<file path="config.mk">
export PLATFORM = sky130hd
export DESIGN_NAME = spi_frame_fsm_flat
export DESIGN_NICKNAME = d
export VERILOG_FILES = /design/src/rtl/spi_frame_fsm_if.sv /design/src/rtl/spi_frame_fsm.sv /design/src/flat_wrapper.sv
export SDC_FILE = /design/constraint.sdc
export NUM_CORES = 1
export LEC_CHECK = 0
export CORE_ASPECT_RATIO = 0.7
export CORE_MARGIN = 10
export CORE_UTILIZATION = 55
export CTS_BUF_LIST = sky130_fd_sc_hd__clkbuf_8
export CTS_CLUSTER_SIZE = 10
export DETAILED_ROUTE_END_ITERATION = 10
export PLACE_DENSITY_LB_ADDON = 0.25
export SYNTH_ARGS = -nofsm -noshare
export SYNTH_HDL_FRONTEND = slang
export SYNTH_SLANG_ARGS = --single-unit
</file>
<file path="constraint.sdc">
create_clock -name clk -period 5.6 [get_ports clk]
set_clock_uncertainty 0.1 [all_clocks]
set_input_delay 1.68 -clock clk [delete_from_list [all_inputs] [get_ports clk]]
set_output_delay 1.68 -clock clk [all_outputs]
set_load 0.05 [all_outputs]
</file>
<file path="src/rtl/spi_frame_fsm_if.sv">
// rtl/spi_frame_fsm_if.sv - register/memory request bus between the SPI frame decoder and its target
interface spi_frame_fsm_if #(
    parameter int addrwidth = 7,
    parameter int datawidth = 8
);
    logic [addrwidth-1:0] addr;
    logic [datawidth-1:0] wr_data;
    logic                 wr_en;
    logic                 rd_req;
    logic [datawidth-1:0] rd_data;

    modport master (
        output addr,
        output wr_data,
        output wr_en,
        output rd_req,
        input  rd_data
    );

    modport slave (
        input  addr,
        input  wr_data,
        input  wr_en,
        input  rd_req,
        output rd_data
    );
endinterface

</file>
<file path="src/rtl/spi_frame_fsm.sv">
// rtl/spi_frame_fsm.sv - SPI-style serial frame decoder issuing register read/write requests
module spi_frame_fsm #(
    parameter int addrwidth = 7,
    parameter int datawidth = 8
) (
    input  logic clk,
    input  logic rst_n,
    input  logic cs_cond,
    input  logic sclk_posedge,
    input  logic sclk_negedge,
    input  logic mosi_cond,
    output logic miso,
    output logic miso_oe,
    output logic busy,
    spi_frame_fsm_if.master bus
);
    localparam int cmdbits    = addrwidth + 1;
    localparam int shiftwidth = (cmdbits > datawidth) ? cmdbits : datawidth;
    localparam int cntwidth   = $clog2(shiftwidth + 1);

    localparam logic [cntwidth-1:0] cmd_last  = cntwidth'(cmdbits - 1);
    localparam logic [cntwidth-1:0] data_last = cntwidth'(datawidth - 1);
    localparam logic [cntwidth-1:0] cnt_one   = cntwidth'(1);

    typedef enum logic [2:0] {
        IDLE,
        CMD,
        RD_REQ,
        RD_LOAD,
        RD_SHIFT,
        WR_DATA,
        WR_COMMIT,
        DONE
    } state_t;

    state_t                 state_q, state_d;
    logic [cntwidth-1:0]    cnt_q, cnt_d;
    logic [shiftwidth-1:0]  shift_q, shift_d;
    logic [addrwidth-1:0]   addr_q, addr_d;
    logic [datawidth-1:0]   wr_data_q, wr_data_d;
    logic                   miso_q, miso_d;
    logic                   miso_oe_q, miso_oe_d;

    logic                   pos_act;
    logic                   neg_act;
    logic [shiftwidth-1:0]  shift_in;

    // Edge pulses only count while selected; a rising edge wins over a coincident falling edge
    always_comb begin
        pos_act  = sclk_posedge & ~cs_cond;
        neg_act  = sclk_negedge & ~sclk_posedge & ~cs_cond;
        shift_in = {shift_q[shiftwidth-2:0], mosi_cond};
    end

    // Next-state and datapath decode; chip-select release aborts any frame in progress
    always_comb begin
        state_d   = state_q;
        cnt_d     = cnt_q;
        shift_d   = shift_q;
        addr_d    = addr_q;
        wr_data_d = wr_data_q;
        miso_d    = miso_q;
        miso_oe_d = miso_oe_q;

        if (cs_cond && (state_q != IDLE)) begin
            state_d   = IDLE;
            cnt_d     = '0;
            miso_oe_d = 1'b0;
        end else begin
            unique case (state_q)
                IDLE: begin
                    if (!cs_cond) begin
                        state_d = CMD;
                        cnt_d   = '0;
                    end
                end
                CMD: begin
                    if (pos_act) begin
                        shift_d = shift_in;
                        cnt_d   = cnt_q + cnt_one;
                        if (cnt_q == cmd_last) begin
                            // Address bits are already in the register; the bit arriving now is R/W
                            addr_d  = shift_q[addrwidth-1:0];
                            cnt_d   = '0;
                            state_d = mosi_cond ? RD_REQ : WR_DATA;
                        end
                    end
                end
                RD_REQ: begin
                    state_d = RD_LOAD;
                end
                RD_LOAD: begin
                    shift_d = shiftwidth'(bus.rd_data);
                    cnt_d   = '0;
                    state_d = RD_SHIFT;
                end
                RD_SHIFT: begin
                    if (neg_act) begin
                        miso_d    = shift_q[datawidth-1];
                        miso_oe_d = 1'b1;
                        shift_d   = shift_q << 1;
                        cnt_d     = cnt_q + cnt_one;
                        if (cnt_q == data_last) begin
                            state_d = DONE;
                        end
                    end
                end
                WR_DATA: begin
                    if (pos_act) begin
                        shift_d = shift_in;
                        cnt_d   = cnt_q + cnt_one;
                        if (cnt_q == data_last) begin
                            wr_data_d = shift_in[datawidth-1:0];
                            state_d   = WR_COMMIT;
                        end
                    end
                end
                WR_COMMIT: begin
                    state_d = DONE;
                end
                DONE: begin
                    // Frame complete: extra clocks are ignored until chip select releases
                end
                default: begin
                    state_d = IDLE;
                end
            endcase
        end
    end

    // State and datapath registers with synchronous active-low reset
    always_ff @(posedge clk) begin
        if (!rst_n) begin
            state_q   <= IDLE;
            cnt_q     <= '0;
            shift_q   <= '0;
            addr_q    <= '0;
            wr_data_q <= '0;
            miso_q    <= 1'b0;
            miso_oe_q <= 1'b0;
        end else begin
            state_q   <= state_d;
            cnt_q     <= cnt_d;
            shift_q   <= shift_d;
            addr_q    <= addr_d;
            wr_data_q <= wr_data_d;
            miso_q    <= miso_d;
            miso_oe_q <= miso_oe_d;
        end
    end

    // Strobes are decoded from the one-cycle commit/request states so each lasts exactly one clk
    always_comb begin
        bus.addr    = addr_q;
        bus.wr_data = wr_data_q;
        bus.wr_en   = (state_q == WR_COMMIT);
        bus.rd_req  = (state_q == RD_REQ);
        miso        = miso_q;
        miso_oe     = miso_oe_q;
        busy        = (state_q != IDLE);
    end

    // Read and write strobes come from distinct states and can never overlap
    assert property (@(posedge clk) disable iff (!rst_n) !(bus.wr_en && bus.rd_req));

endmodule

</file>
<file path="src/flat_wrapper.sv">
// flat-port wrapper written by rule: the top's interface ports become plain ports
module spi_frame_fsm_flat 
#(
    parameter int addrwidth = 7,
    parameter int datawidth = 8
)
  (clk, rst_n, cs_cond, sclk_posedge, sclk_negedge, mosi_cond, miso, miso_oe, busy, bus_addr, bus_wr_data, bus_wr_en, bus_rd_req, bus_rd_data);
  spi_frame_fsm_if #(.addrwidth(addrwidth), .datawidth(datawidth)) bus_i ();
  input  logic clk;
  input  logic rst_n;
  input  logic cs_cond;
  input  logic sclk_posedge;
  input  logic sclk_negedge;
  input  logic mosi_cond;
  output logic miso;
  output logic miso_oe;
  output logic busy;
  output wire logic [$bits(bus_i.addr)-1:0] bus_addr;
  output wire logic [$bits(bus_i.wr_data)-1:0] bus_wr_data;
  output wire logic [$bits(bus_i.wr_en)-1:0] bus_wr_en;
  output wire logic [$bits(bus_i.rd_req)-1:0] bus_rd_req;
  input wire logic [$bits(bus_i.rd_data)-1:0] bus_rd_data;
  assign bus_addr = bus_i.addr;
  assign bus_wr_data = bus_i.wr_data;
  assign bus_wr_en = bus_i.wr_en;
  assign bus_rd_req = bus_i.rd_req;
  assign bus_i.rd_data = bus_rd_data;
  spi_frame_fsm #(.addrwidth(addrwidth), .datawidth(datawidth)) u_core (.clk(clk), .rst_n(rst_n), .cs_cond(cs_cond), .sclk_posedge(sclk_posedge), .sclk_negedge(sclk_negedge), .mosi_cond(mosi_cond), .miso(miso), .miso_oe(miso_oe), .busy(busy), .bus(bus_i));
endmodule
</file>
==> key figures, run 1 <==
Run status
  • Outcome: finished, final reports clean

Logic synthesis
  • Syn Nets: between 150 and 200
  • Syn avg cell area: between 9 and 10 µm²
  • Synth Flop Type: dfxtp_1
  • Synth warn: 0
  • Register bit total from synthesis: 32
  • Synth top area cells: dfxtp_1 (40%), mux2i_1 (10%), a211oi_1 (8.0%)
  • Seq/Total Area, Yosys: a little over 40%
  • Post-synth EDFFs: 0
  • Yosys top cell by area: dfxtp_1
  • Synth top area share: between 40% and 50%
  • Mapped cell area: about 1600 µm²
  • Synth async-reset ratio: 0%
  • Library cells used by synthesis: 47
  • Post-Synthesis Cells: 174

Global routing
  • First-pass GRT wire length: 7210 µm
  • GRT overflow: 0
  • Initial antenna violation count: 0
  • GRT Util Overall: between 10% and 20%
  • Pin count of the biggest net entering global routing: 27
  • Number of global-route vias before repair: approximately 1,400

Hold path
  • Hold_sp: u_core.miso_oe
  • Hold path cells: 2
  • HP Class: flip-flop to flip-flop
  • Hold EP: u_core.miso_oe

Clocking
  • # hold bufs at CTS: 0
  • H-tree Lvls: 2
  • # resized after CTS: 0
  • Total CTS buffers: 5
  • CTS sink cnt: 32
  • Maximum clock path buffer count: 2
  • Root Buffer: clkbuf_8
  • TritonCTS clock tree: yes
  • Clock transition at path regs: 0.06 ns
  • Worst skew pair latency: between 0.2 and 0.3 ns
  • Setup Fix Bufs, Post-CTS: 0

Route
  • Drt pass-1 iters: 4
  • Routed WL: ~4200 µm
  • Post-route antenna net violation count: 0
  • Avg WL per Cell: between 15 and 20 µm
  • DRT iter0 DRCs: ~160
  • DRC: 0
  • Vias per cell: between 6 and 7
  • Via count: around 1,500

Final layout
  • Filler cells: approximately 210
  • Final Util: 72.39%
  • Fin nets: about 220
  • Area Overhead vs Synth: 26.57%
  • N_diodes: 0
  • Share of layout cells above drive strength 1: approximately 11%

Floorplan
  • Die Area: between 5000 and 6000 µm²
  • Starting Density: between 50% and 60%
  • Die Height: 65.01 µm
  • Num rows: 16
  • Die Width: 84.30 µm
  • # IOs: 34
  • Core ar.: approximately 2800 µm²

STA
  • Final setup fails: 0
  • FMAX: 252.0 MHz
  • Tmin final: 3.968 ns
  • Final hold slack: 0.3719 ns
  • Slew HR: 22.57%
  • Fin. Hold Viols: 0
  • Max Slew Vio Count: 0
  • Final TNS setup: 0 ns
  • Slew @ Worst Pin: ~1.2 ns
  • RSZ-0062 raised after global routing: false
  • Fin crit share: between 70% and 80%

Placed design
  • Dpl hpwl: slightly above 3000 µm
  • Final Wtd Congestion: ~0.83
  • Port Buffers: 33

Setup path
  • Worst path required time: approximately 5.7 ns
  • Crit path DAT: 4.02 ns
  • R2r worst-path depth: 5
  • Worst r2r src: u_core.cnt_q[0]
  • Worst r2r dst: u_core.bus.addr[3]
  • Register-to-register setup slack: around 3.2 ns
  • Worst-path fanout max: 17
  • Critical path capture point type: flip-flop
  • Startpoint Class: input port
  • Start-to-end type of the worst setup path: input port to flip-flop

Pwr
  • Pleak: around 0.76 nW
  • Maximum VDD drop: around 0.00018 V
  • PD cells: 239.0 nW/µm²

Run
  • Total of max-cap violations: 0
-- kinds of logic (layout without fill, tap and decap cells) --
logic type               after synthesis  count (layout)  share of synthesized area (%)
buffers and inverters                 22              53                          5.896
adder cells (fa/ha/maj)                1               1                         0.7860
multiplexers                          23              23                          15.02
AO/OA/AOI/OAI                         48              48                          22.56
flip-flops                            32              32                          40.25
AND/OR/NAND/NOR                       48              48                          15.49
-- cells in the mapped netlist, types with 2 or more instances --
library cell	n
o21ai_1	3
buf_2	5
a21oi_1	4
a211o_1	2
o2111ai_1	2
mux2_2	7
o21ai_0	3
a21o_1	2
or3_1	2
nor2_1	21
a211oi_1	17
mux2i_1	16
a31oi_1	2
inv_1	10
dfxtp_1	32
nand2_1	6
nor2b_1	4
a21oi_2	2
nand3_1	4
clkbuf_1	3
-- worst max-delay path, cell delays in order --
cell and delay, ns:
clkdlybuf4s50_1 0.72, nor2_1 0.30, nor4b_2 0.97, mux2i_1 0.28
nor2_1 0.06
-- layout make-up --
class | instances | area, µm² | share of cell area, %
clock buffer | 6 | 82.58 | 4.099
clock inverter | 2 | 7.507 | 0.3727
inverter | 12 | 45.04 | 2.236
multi-input combinational | 120 | 863.3 | 42.86
sequential | 32 | 640.6 | 31.80
tap | 36 | 45.04 | 2.236
timing repair buffer | 33 | 330.3 | 16.40
-- flip-flops by register name, indices dropped and copies added (netlist names) --
signal	count
u_core.shift_q	8
u_core.state_q	3
u_core.miso	1
u_core.miso_oe	1
u_core.bus.wr_data	8
u_core.bus.addr	7
u_core.cnt_q	4
-- report_power, final --
group          switching (mW)  internal (mW)
Combinational          0.0349         0.0302
Sequential            0.00734          0.232
Clock                  0.0805         0.0964
-- cells in the final DEF (no fill, tap or decap), types with 2 or more instances in the layout --
master	synthesis	layout
nor2b_1	4	4
mux2i_1	16	16
nand3_1	4	4
mux2_2	7	7
a21oi_2	2	2
dfxtp_1	32	32
a211o_1	2	2
clkdlybuf4s50_1	0	33
o2111ai_1	2	2
a21o_1	2	2
clkbuf_8	0	6
a31oi_1	2	2
inv_1	10	12
or3_1	2	2
o21ai_1	3	3
nor2_1	21	21
a21oi_1	4	4
a211oi_1	17	17
o21ai_0	3	3
nand2_1	6	6
-- layer usage --
metal | wire length, µm | GRT usage, % | part of all wire (%) | vias to the layer above
li1 | - | - | - | 695
met1 | 1837 | 19.22 | 43 | 697
met2 | 1937 | 25.00 | 46 | 60
met3 | 382 | 5.993 | 9.0 | 10
met4 | 84 | 7.708 | 2.0 | 0
met5 | 0 | 0 | 0 | -
-- worst max-delay path by stage --
stage | endpoint | slack, ns | from
CTS | u_core.bus.addr[3] | 1.66 | cs_cond
global route | u_core.bus.addr[5] | 1.46 | cs_cond
detailed placement | u_core.bus.addr[3] | 1.39 | cs_cond
finish | u_core.bus.addr[3] | 1.63 | cs_cond
floorplan | bus_wr_en | 2.10 | u_core.state_q[1]
global placement | u_core.bus.addr[1] | 1.49 | cs_cond
-- stage by stage --
stage	power [mW]	cells	area [µm²]	setup WS (ns)
4_1_cts	0.4837	241	2014	1.659
6_report	0.4815	241	2014	1.632
3_5_place_dp	0.3082	233	1924	1.392
2_1_floorplan	0.2877	174	1592	2.104
3_3_place_gp	0.3064	233	1924	1.488
5_1_grt	0.4987	241	2014	1.458
No activity file was read; power rests on OpenSTA's default activity.
==> run 2: changes to the inputs <==
--- a/config.mk
+++ b/config.mk
@@ -7,7 +7,7 @@
 export LEC_CHECK = 0
 export CORE_ASPECT_RATIO = 0.7
 export CORE_MARGIN = 10
-export CORE_UTILIZATION = 55
+export CORE_UTILIZATION = 52
 export CTS_BUF_LIST = sky130_fd_sc_hd__clkbuf_8
 export CTS_CLUSTER_SIZE = 10
 export DETAILED_ROUTE_END_ITERATION = 10
==> constraint.sdc (replaced) <==
create_clock -name clk -period 4.1 [get_ports clk]
set_clock_uncertainty 0.1 [all_clocks]
set_input_delay 1.23 -clock clk [delete_from_list [all_inputs] [get_ports clk]]
set_output_delay 1.23 -clock clk [all_outputs]
set_load 0.05 [all_outputs]
==> key figures, run 2 (synthesis gave the netlist of run 1 again) <==
Floorplan
  • Starting Density: a little under three fifths
  • Die Width: 86.13 µm
  • # IOs: 34
  • Core ar.: ~2900 µm²
  • Num rows: 16
  • Die Height: 66.29 µm
  • Die Area: 5709 µm²

Route
  • Vias per cell: between 5 and 6
  • Drt pass-1 iters: 4
  • Routed WL: around 4200 µm
  • Via count: about 1,400
  • Post-route antenna net violation count: 0
  • DRT iter0 DRCs: roughly 140
  • Avg WL per Cell: between 15 and 20 µm
  • DRC: 0

Clocking
  • H-tree Lvls: 2
  • Clock transition at path regs: approximately 0.070 ns
  • Root Buffer: clkbuf_8
  • # hold bufs at CTS: 0
  • Maximum clock path buffer count: 2
  • Setup Fix Bufs, Post-CTS: 0
  • TritonCTS clock tree: yes
  • CTS sink cnt: 32
  • # resized after CTS: 0
  • Worst skew pair latency: between 0.2 and 0.3 ns
  • Total CTS buffers: 5

Pwr
  • Psw: 178.0 µW
  • Pleak: between 0.7 and 0.8 nW
  • Clock Power Share: around 44%
  • Maximum VDD drop: around 0.00025 V
  • PD cells: between 300 and 400 nW/µm²
  • Total internal power: 573.8 µW
  • Net Sw Frac: 23.67%
  • Power share of the combinational group: 12.1%
  • Sequential share of power: about 44%

Global routing
  • GRT overflow: 0
  • Initial antenna violation count: 0
  • Number of global-route vias before repair: around 1,400
  • GRT Util Overall: about 15%
  • First-pass GRT wire length: 6906 µm
  • Pin count of the biggest net entering global routing: 18

STA
  • Max Slew Vio Count: 0
  • Final TNS setup: 0 ns
  • RSZ-0062 raised after global routing: false
  • Final setup fails: 0
  • Fin crit share: between 80 and 90%
  • Slew HR: about two fifths
  • FMAX: 290.7 MHz
  • Slew @ Worst Pin: 0.9059 ns
  • Fin. Hold Viols: 0
  • Final hold slack: about 0.35 ns
  • Tmin final: 3.440 ns

Hold path
  • HP Class: flip-flop to flip-flop

Placed design
  • Port Buffers: 33
  • Final Wtd Congestion: just under 0.9
  • Dpl hpwl: a little over 3000 µm

Final layout
  • Area Overhead vs Synth: 30.27%
  • Most frequent cells in the layout: clkdlybuf4s50_1 (33), dfxtp_1 (32), nor2_1 (21)
  • Share of layout cells above drive strength 1: about 13%
  • Commonest non-fill, non-tap cell in the layout: clkdlybuf4s50_1
  • Fin nets: between 200 and 250
  • N_diodes: 0

Setup path
  • Startpoint Class: flip-flop
  • Critical path capture point type: output pin
  • Worst-path cell chain: inv_2 -> nor3_1 -> clkdlybuf4s50_1
  • Slowest CP cell: clkdlybuf4s50_1
  • CP Buf/Inv Count: 2
  • Worst path required time: around 2.8 ns
  • Slowest stage delay, CP: ~0.83 ns
  • Start-to-end type of the worst setup path: flip-flop to output pin
  • Register-to-register setup slack: between 1.5 and 2 ns
  • Crit path DAT: approximately 2.1 ns
  • Worst-path fanout max: 16
  • CP top delay family: buffers and inverters

Run
  • Total of max-cap violations: 0

Run status
  • Outcome: finished, final reports clean
run 2: cell count changes in the layout (fill, tap and decap cells not counted):
cell,delta
buf_4,+3
inv_1,-2
bufinv_16,+1
clkbuf_8,+1
run 2: cell type report:
class | count | area [µm²]
clock buffer | 7 | 96.34
clock inverter | 1 | 30.03
fill | 211 | 789.5
inverter | 12 | 45.04
multi-input combinational | 120 | 863.3
sequential | 32 | 640.6
tap | 36 | 45.04
timing repair buffer | 36 | 352.8
run 2: worst paths after layout:
| check | cells past startpoint | start | end |
|---|---|---|---|
| setup / recovery | 3 | u_core.state_q[1] | bus_wr_en |
| hold / removal | 2 | u_core.miso_oe | u_core.miso_oe |
| setup reg to reg | 4 | u_core.state_q[0] | u_core.shift_q[1] |
| hold reg to reg | 2 | u_core.miso_oe | u_core.miso_oe |
run 2: layer usage:
metal	global-route usage, %	vias to the layer above	routed length [µm]
met5	0	-	0
met4	6.148	0	93
met3	6.773	13	343
met2	22.13	56	1870
met1	18.78	673	1914
li1	-	697	-
run 2: worst reg2reg max path, delay by kind of cell (launching register included):
kind	cells	cell delay, ns
AO/OA/AOI/OAI	3	1.12
multiplexers	1	0.42
flip-flops	1	0.47
run 2: power groups by stage:
stage / combinational (mW) / sequential (mW) / clock (mW)
floorplan: 0.0642 / 0.329 / 0
global placement: 0.0872 / 0.334 / 0
detailed placement: 0.0889 / 0.334 / 0
CTS: 0.0897 / 0.327 / 0.335
global route: 0.0971 / 0.328 / 0.354
finish: 0.0909 / 0.328 / 0.333
run 2: stage by stage:
stage                     util, %  power, mW  area, µm²  worst slack [ns]  cells
final                       72.42     0.7517       2073            0.6596    244
after global placement      68.01     0.4208       1947            0.9051    236
after global routing        72.42     0.7793       2073            0.5352    244
after CTS                   72.42     0.7520       2073            0.6773    244
after detailed placement    68.01     0.4230       1947            0.8522    236
after floorplan                 -     0.3930       1592             1.054    174
